### src/rtl/multi_cycle_ctrl_pkg.sv
// Shared encodings for the multi-cycle MIPS controller: extender selects, FSM
// states, opcode/funct values, ALU operation codes and the decoded instruction class.
package multi_cycle_ctrl_pkg;

   localparam logic [1:0] EXT_UNSIGNED = 2'b00;
   localparam logic [1:0] EXT_SIGNED   = 2'b01;
   localparam logic [1:0] EXT_POS_H    = 2'b10;

   localparam logic [3:0] S_FETCH    = 4'd0;
   localparam logic [3:0] S_DECODE   = 4'd1;
   localparam logic [3:0] S_MEM_ADDR = 4'd2;
   localparam logic [3:0] S_MEM_RD   = 4'd3;
   localparam logic [3:0] S_MEM_WB   = 4'd4;
   localparam logic [3:0] S_MEM_WR   = 4'd5;
   localparam logic [3:0] S_EXE_R    = 4'd6;
   localparam logic [3:0] S_EXE_SH   = 4'd7;
   localparam logic [3:0] S_WB_R     = 4'd8;
   localparam logic [3:0] S_EXE_I    = 4'd9;
   localparam logic [3:0] S_WB_I     = 4'd10;
   localparam logic [3:0] S_BRANCH   = 4'd11;
   localparam logic [3:0] S_JUMP     = 4'd12;
   localparam logic [3:0] S_JAL      = 4'd13;

   localparam logic [5:0] OP_RTYPE = 6'b000000;
   localparam logic [5:0] OP_J     = 6'b000010;
   localparam logic [5:0] OP_JAL   = 6'b000011;
   localparam logic [5:0] OP_BEQ   = 6'b000100;
   localparam logic [5:0] OP_ADDIU = 6'b001001;
   localparam logic [5:0] OP_ORI   = 6'b001101;
   localparam logic [5:0] OP_LUI   = 6'b001111;
   localparam logic [5:0] OP_LW    = 6'b100011;
   localparam logic [5:0] OP_SW    = 6'b101011;

   localparam logic [5:0] FN_SLL  = 6'b000000;
   localparam logic [5:0] FN_SRL  = 6'b000010;
   localparam logic [5:0] FN_ADDU = 6'b100001;
   localparam logic [5:0] FN_SUBU = 6'b100011;
   localparam logic [5:0] FN_AND  = 6'b100100;
   localparam logic [5:0] FN_OR   = 6'b100101;
   localparam logic [5:0] FN_SLT  = 6'b101010;

   // ALU_FUNCT hands operation selection to the ALU control, which decodes funct.
   localparam logic [2:0] ALU_ADD   = 3'd0;
   localparam logic [2:0] ALU_SUB   = 3'd1;
   localparam logic [2:0] ALU_FUNCT = 3'd2;
   localparam logic [2:0] ALU_OR    = 3'd3;
   localparam logic [2:0] ALU_LUI   = 3'd4;

   typedef enum logic [3:0] {
      K_R, K_SH, K_LW, K_SW, K_ADDIU, K_ORI, K_LUI, K_BEQ, K_J, K_JAL, K_ILL
   } op_kind_e;

   function automatic logic [1:0] imm_ext(input op_kind_e kind);
      case (kind)
         K_ORI:   return EXT_UNSIGNED;
         K_LUI:   return EXT_POS_H;
         default: return EXT_SIGNED;
      endcase
   endfunction

   function automatic logic [2:0] imm_aluop(input op_kind_e kind);
      case (kind)
         K_ORI:   return ALU_OR;
         K_LUI:   return ALU_LUI;
         default: return ALU_ADD;
      endcase
   endfunction

endpackage

### src/rtl/multi_cycle_ctrl_decode.sv
// Combinational instruction classifier: opcode/funct to instruction class,
// flagging any encoding the controller does not implement.
module ctrl_decode
   import multi_cycle_ctrl_pkg::*;
(
   input  logic [5:0] opcode,
   input  logic [5:0] funct,
   output op_kind_e   kind,
   output logic       illegal
);

   always_comb begin
      kind = K_ILL;
      case (opcode)
         OP_RTYPE: begin
            case (funct)
               FN_SLL, FN_SRL:                           kind = K_SH;
               FN_ADDU, FN_SUBU, FN_AND, FN_OR, FN_SLT:  kind = K_R;
               default:                                  kind = K_ILL;
            endcase
         end
         OP_LW:    kind = K_LW;
         OP_SW:    kind = K_SW;
         OP_ADDIU: kind = K_ADDIU;
         OP_ORI:   kind = K_ORI;
         OP_LUI:   kind = K_LUI;
         OP_BEQ:   kind = K_BEQ;
         OP_J:     kind = K_J;
         OP_JAL:   kind = K_JAL;
         default:  kind = K_ILL;
      endcase
   end

   assign illegal = (kind == K_ILL);

endmodule

### src/rtl/multi_cycle_ctrl.sv
// Multi-cycle MIPS control FSM. The instruction class is captured in DECODE so
// later states can select extender mode and ALU operation without re-decoding.
module multi_cycle_ctrl
   import multi_cycle_ctrl_pkg::*;
(
   input  logic       clk,
   input  logic       rst,
   input  logic [5:0] opcode,
   input  logic [5:0] funct,
   input  logic       zero,
   input  logic       mem_ready,
   output logic       PCWrite,
   output logic [1:0] PCSrc,
   output logic       IRWrite,
   output logic       MemRead,
   output logic       MemWrite,
   output logic       IorD,
   output logic       RegWrite,
   output logic [1:0] RegDst,
   output logic [1:0] MemToReg,
   output logic [1:0] ALUSrcA,
   output logic [1:0] ALUSrcB,
   output logic [2:0] ALUOp,
   output logic [1:0] EXTSel,
   output logic [1:0] EXT5Sel,
   output logic       illegal,
   output logic [3:0] state
);

   logic [3:0] state_q, state_d;
   op_kind_e   kind_q;
   op_kind_e   dec_kind;
   logic       dec_illegal;

   ctrl_decode u_decode (
      .opcode  (opcode),
      .funct   (funct),
      .kind    (dec_kind),
      .illegal (dec_illegal)
   );

   always_ff @(posedge clk or posedge rst) begin
      if (rst) begin
         state_q <= S_FETCH;
         kind_q  <= K_ILL;
      end else begin
         state_q <= state_d;
         if (state_q == S_DECODE) kind_q <= dec_kind;
      end
   end

   always_comb begin
      state_d = state_q;
      case (state_q)
         S_FETCH:  if (mem_ready) state_d = S_DECODE;
         S_DECODE: begin
            case (dec_kind)
               K_R:                    state_d = S_EXE_R;
               K_SH:                   state_d = S_EXE_SH;
               K_LW, K_SW:             state_d = S_MEM_ADDR;
               K_ADDIU, K_ORI, K_LUI:  state_d = S_EXE_I;
               K_BEQ:                  state_d = S_BRANCH;
               K_J:                    state_d = S_JUMP;
               K_JAL:                  state_d = S_JAL;
               default:                state_d = S_FETCH;
            endcase
         end
         S_MEM_ADDR: state_d = (kind_q == K_SW) ? S_MEM_WR : S_MEM_RD;
         S_MEM_RD:   if (mem_ready) state_d = S_MEM_WB;
         S_MEM_WR:   if (mem_ready) state_d = S_FETCH;
         S_EXE_R, S_EXE_SH: state_d = S_WB_R;
         S_EXE_I:    state_d = S_WB_I;
         default:    state_d = S_FETCH;
      endcase
   end

   // Defaults double as the reset values: every output is forced quiet while rst is high.
   always_comb begin
      PCWrite  = 1'b0;
      PCSrc    = 2'd0;
      IRWrite  = 1'b0;
      MemRead  = 1'b0;
      MemWrite = 1'b0;
      IorD     = 1'b0;
      RegWrite = 1'b0;
      RegDst   = 2'd0;
      MemToReg = 2'd0;
      ALUSrcA  = 2'd0;
      ALUSrcB  = 2'd0;
      ALUOp    = ALU_ADD;
      EXTSel   = EXT_UNSIGNED;
      EXT5Sel  = EXT_UNSIGNED;
      illegal  = 1'b0;
      if (!rst) begin
         case (state_q)
            S_FETCH: begin
               MemRead = 1'b1;
               IRWrite = mem_ready;
               PCWrite = mem_ready;
               ALUSrcB = 2'd1;
            end
            S_DECODE: begin
               EXTSel  = EXT_SIGNED;
               ALUSrcB = 2'd2;
               illegal = dec_illegal;
            end
            S_MEM_ADDR: begin
               ALUSrcA = 2'd1;
               ALUSrcB = 2'd2;
               EXTSel  = EXT_SIGNED;
            end
            S_MEM_RD: begin
               MemRead = 1'b1;
               IorD    = 1'b1;
            end
            S_MEM_WB: begin
               RegWrite = 1'b1;
               MemToReg = 2'd1;
            end
            S_MEM_WR: begin
               MemWrite = 1'b1;
               IorD     = 1'b1;
            end
            S_EXE_R: begin
               ALUSrcA = 2'd1;
               ALUOp   = ALU_FUNCT;
            end
            S_EXE_SH: begin
               ALUSrcA = 2'd2;
               ALUSrcB = 2'd3;
               ALUOp   = ALU_FUNCT;
            end
            S_WB_R: begin
               RegWrite = 1'b1;
               RegDst   = 2'd1;
            end
            S_EXE_I: begin
               ALUSrcA = 2'd1;
               ALUSrcB = 2'd2;
               EXTSel  = imm_ext(kind_q);
               ALUOp   = imm_aluop(kind_q);
            end
            S_WB_I: begin
               RegWrite = 1'b1;
               EXTSel   = imm_ext(kind_q);
            end
            S_BRANCH: begin
               ALUSrcA = 2'd1;
               ALUOp   = ALU_SUB;
               PCSrc   = 2'd1;
               PCWrite = zero;
            end
            S_JUMP: begin
               PCSrc   = 2'd2;
               PCWrite = 1'b1;
            end
            S_JAL: begin
               PCSrc    = 2'd2;
               PCWrite  = 1'b1;
               RegWrite = 1'b1;
               RegDst   = 2'd2;
               MemToReg = 2'd2;
            end
            default: ;
         endcase
      end
   end

   assign state = state_q;

endmodule

### config.mk
export PLATFORM = sky130hd
export DESIGN_NAME = multi_cycle_ctrl
export DESIGN_NICKNAME = d
export VERILOG_FILES = /design/src/rtl/multi_cycle_ctrl_pkg.sv /design/src/rtl/multi_cycle_ctrl_decode.sv /design/src/rtl/multi_cycle_ctrl.sv
export SDC_FILE = /design/constraint.sdc
export NUM_CORES = 1
export LEC_CHECK = 0
export BUFFER_PORTS_ARGS = -buffer_cell sky130_fd_sc_hd__buf_2
export CAP_MARGIN = 20
export CORE_MARGIN = 10
export CORE_UTILIZATION = 42
export DETAILED_ROUTE_END_ITERATION = 10
export MAX_ROUTING_LAYER = met4
export PLACE_DENSITY = 0.75
export SKIP_LAST_GASP = 1
export SLEW_MARGIN = 10
export SYNTH_ARGS = -nofsm -noshare
export SYNTH_HDL_FRONTEND = slang
export SYNTH_SLANG_ARGS = --single-unit
### constraint.sdc
create_clock -name clk -period 1.5 [get_ports clk]
set_input_delay 0.075 -clock clk [delete_from_list [all_inputs] [get_ports clk]]
set_output_delay 0.075 -clock clk [all_outputs]
set_load 0.005 [all_outputs]
==> impl_summary.log <==
INFO  metric power.total = 2.42 mW
INFO  metric inst_count_dp = 225
INFO  metric ios = 44
INFO  metric synth_compound_area_share = 27.5%
INFO  metric multi_input_area = 882 um2
INFO  metric antennaDiodeCount = 0
INFO  metric failing_checks = negative setup slack
INFO  metric buffer_ports.inserted = 41
INFO  metric timing.critical_path.required = 1420 ps
INFO  metric synth_mux_area_share = 1.01%
INFO  metric drive_above_1_share = 62.9%
INFO  metric detailedRoute.firstPassIterationCount = 4
INFO  metric cell_area_after_layout = 0.00185 mm2
INFO  metric yosysSeqAreaShare = 20.4%
INFO  metric mappedNetlistArea = 995 um2
INFO  metric worstPathCellList = buf_6 > xnor2_1 > nor2_1 > a2111oi_2 > buf_2
INFO  metric num_rows = 17
INFO  metric die_area = 0.00471 mm2
INFO  metric cts-root-buf = clkbuf_4
INFO  metric via_count = 1,504
INFO  metric crit_path_max_fanout = 4
INFO  metric clock-sinks = 8
INFO  metric flip_flop_cell_with_the_highest_count_after_synthesis = dfrtp_1
INFO  metric worst-setup-path-type = reg2out
INFO  metric timing.critical_path.buf_inv = 2
INFO  metric place.gp.congestion = 0.946
INFO  metric min_period_over_period = 119%
INFO  metric layout.cells.non_filler = 252
INFO  metric cts_buffer_depth = 2
INFO  metric dpl_cell_area = 0.00142 mm2
INFO  metric grt_pass1_vias = 1,406
INFO  metric die-width = 68.7 um
INFO  metric insertion_delay = 270 ps
INFO  metric rsz0062_at_grt = yes
INFO  metric grt_first_pass_wirelength = 6280 um
INFO  metric sum_of_routed_wire_length_over_all_layers = 4780 um
INFO  metric cp_slowest_cell = dfstp_2
INFO  metric synth-simple-area-share = 38.0%
INFO  metric ys_async_sr_fraction = 100%
INFO  metric remaining_drc_errors = 0
INFO  metric crit_path_max_delay_family = flip-flops
INFO  metric hold_ws = 186 ps
INFO  metric setup_viol = 19
INFO  metric maxClockFrequency = 561 MHz
INFO  metric postLayoutCoreUtil = 83.0%
INFO  metric final_cell_mix = buf_2, buf_4, nand2_1, nor2_1, buf_6
INFO  metric drv.max_cap_violation_count = 0
INFO  metric yosys_warnings = 0
INFO  metric track_usage = 17.1%
INFO  metric dominant_combinational_cell_family_by_area_after_synthesis = simple AND/OR/NAND/NOR gates
INFO  metric yosys.area_share.xor_xnor = 2.64%
INFO  metric grt_antenna_before_repair = 0
INFO  metric finalHoldViolCount = 0
INFO  metric ys_ff_latch = 8
INFO  metric number_of_library_cell_types_mapped_by_synthesis = 50
INFO  metric count_of_flip_flops_with_a_built_in_enable_after_synthesis = 0
INFO  metric synthAdderAreaFrac = 0%
INFO  metric vdd.ir_drop.worst = 896 uV
INFO  metric p_leak = 0.877 nW
INFO  metric endpoint_kind_of_the_worst_setup_timing_path = primary output
INFO  metric synthesis.area_per_instance = 7.21 um2
INFO  metric cts_tree = built
INFO  metric worst_stage_delay_on_the_critical_path = 550 ps
INFO  metric maxSlewViolCount = 0
INFO  metric setup-tns-final = -2780 ps
INFO  metric initial_utilization = 44.5%
INFO  metric routedWlPerCell = 19.0 um
INFO  metric post_layout_nets = 242
INFO  metric timing.critical_path.arrival = 1710 ps
INFO  metric coreArea = 0.00223 mm2
INFO  metric synth_cells = 138
INFO  metric area.sequential = 204 um2
INFO  metric place_worst_setup_slack = -145 ps
INFO  metric fin_skew = 6.42 ps
INFO  metric final.min_clock_period = 1780 ps
INFO  metric cts_made_buffers = 3
INFO  metric type_of_origin_of_the_critical_path = flip-flop
INFO  metric final_critical_path_setup_slack = -283 ps
INFO  metric grt_start_max_net_pins = 14
INFO  metric die-height = 68.7 um
INFO  metric holdCritPathClass = in2async
INFO  metric filler_cell_count = 139
INFO  metric power.density = 1310 mW/mm2
INFO  metric layout_commonest_cell = buf_2
INFO  metric dr.first_iter.drc_count = 86
INFO  metric cts.reportedPaths.clkPinSlew = 60 ps
INFO  metric final_antenna_net_count = 0
INFO  metric globalRoute.totalOverflow = 0
INFO  metric outcome = complete, but fails checks
INFO  metric htree_depth = 1
INFO  metric area.growth.synth_to_final = 86.3%
INFO  metric detailed_place_hpwl = 2760 um
INFO  metric route.detailed.vias_per_inst = 5.97
-- power by group --
part	switching, mW	internal (mW)	total (mW)
logic	0.953	0.907	1.86
registers	0.0798	0.303	0.383
clock network	0.0853	0.0923	0.178
total	1.12	1.30	2.42
-- worst register-to-register path, stage by stage (launching register included) --
cell     delay [ps]
dfrtp_1         420
inv_2            90
buf_4           150
nand2_2         150
nor3_1          400
nor2_1          120
a31oi_1         190
-- what timing repair did --
action                                  in CTS  in global routing
cloned                                       0                  0
hold endpoints to repair                     6                  0
resized for setup                           22                 37
hold buffers                                 1                  0
pin swaps                                   10                 14
endpoints found under the setup margin      16                 25
buffers inserted                            14                 13
-- cells by family after synthesis --
| group | count (synthesis) |
|---|---|
| and+or+nand+nor | 71 |
| AOI/OAI and AO/OA | 35 |
| buffers and inverters | 19 |
| DFF | 8 |
| xor gates and xnor gates | 3 |
| muxes | 1 |
| other | 1 |
-- final timing paths --
kind                           start        end  slack (ps)  cells past startpoint
setup reg to reg            state[1]  kind_q[1]         -90                      6
hold reg to reg            kind_q[3]  kind_q[3]         520                      2
min in group clk           opcode[4]  kind_q[2]         200                      4
hold / removal                   rst  kind_q[1]         190                      3
max in group asynchronous        rst   state[2]         540                      4
setup / recovery           kind_q[1]  EXTSel[0]        -280                      5
-- flip-flops by register name, indices dropped and copies added, names as in the netlist --
register and cells:
kind_q 4, state 4
-- layout make-up --
type | count | share of cell area (%)
multi-input cells | 112 | 47.6
repair buffers | 95 | 37.1
flip-flops and latches | 8 | 11.0
well taps | 28 | 1.89
clock buffers | 3 | 1.22
inverters | 6 | 1.22
-- cell usage after synthesis, types with 3 or more instances --
cell type,count,area share [%]
a2111oi_0,3,2.6
a21oi_1,5,2.5
a311oi_1,3,2.6
a31oi_1,3,1.9
buf_4,5,3.8
clkbuf_1,4,1.5
dfrtp_1,6,15
inv_1,6,2.3
nand2_1,17,6.4
nand3_1,3,1.5
nor2_1,20,7.5
nor3_1,7,3.5
o21ai_0,3,1.5
xnor2_1,3,2.6
-- routing by layer --
| metal | track usage, % | share of wire (%) |
|---|---|---|
| met2 | 33.2 | 51 |
| met3 | 1.93 | 7.7 |
| met4 | 6.53 | 6.3 |
| met1 | 16.9 | 35 |
| met5 | - | 0 |
Note: power is estimated with default switching activity, not from simulation.
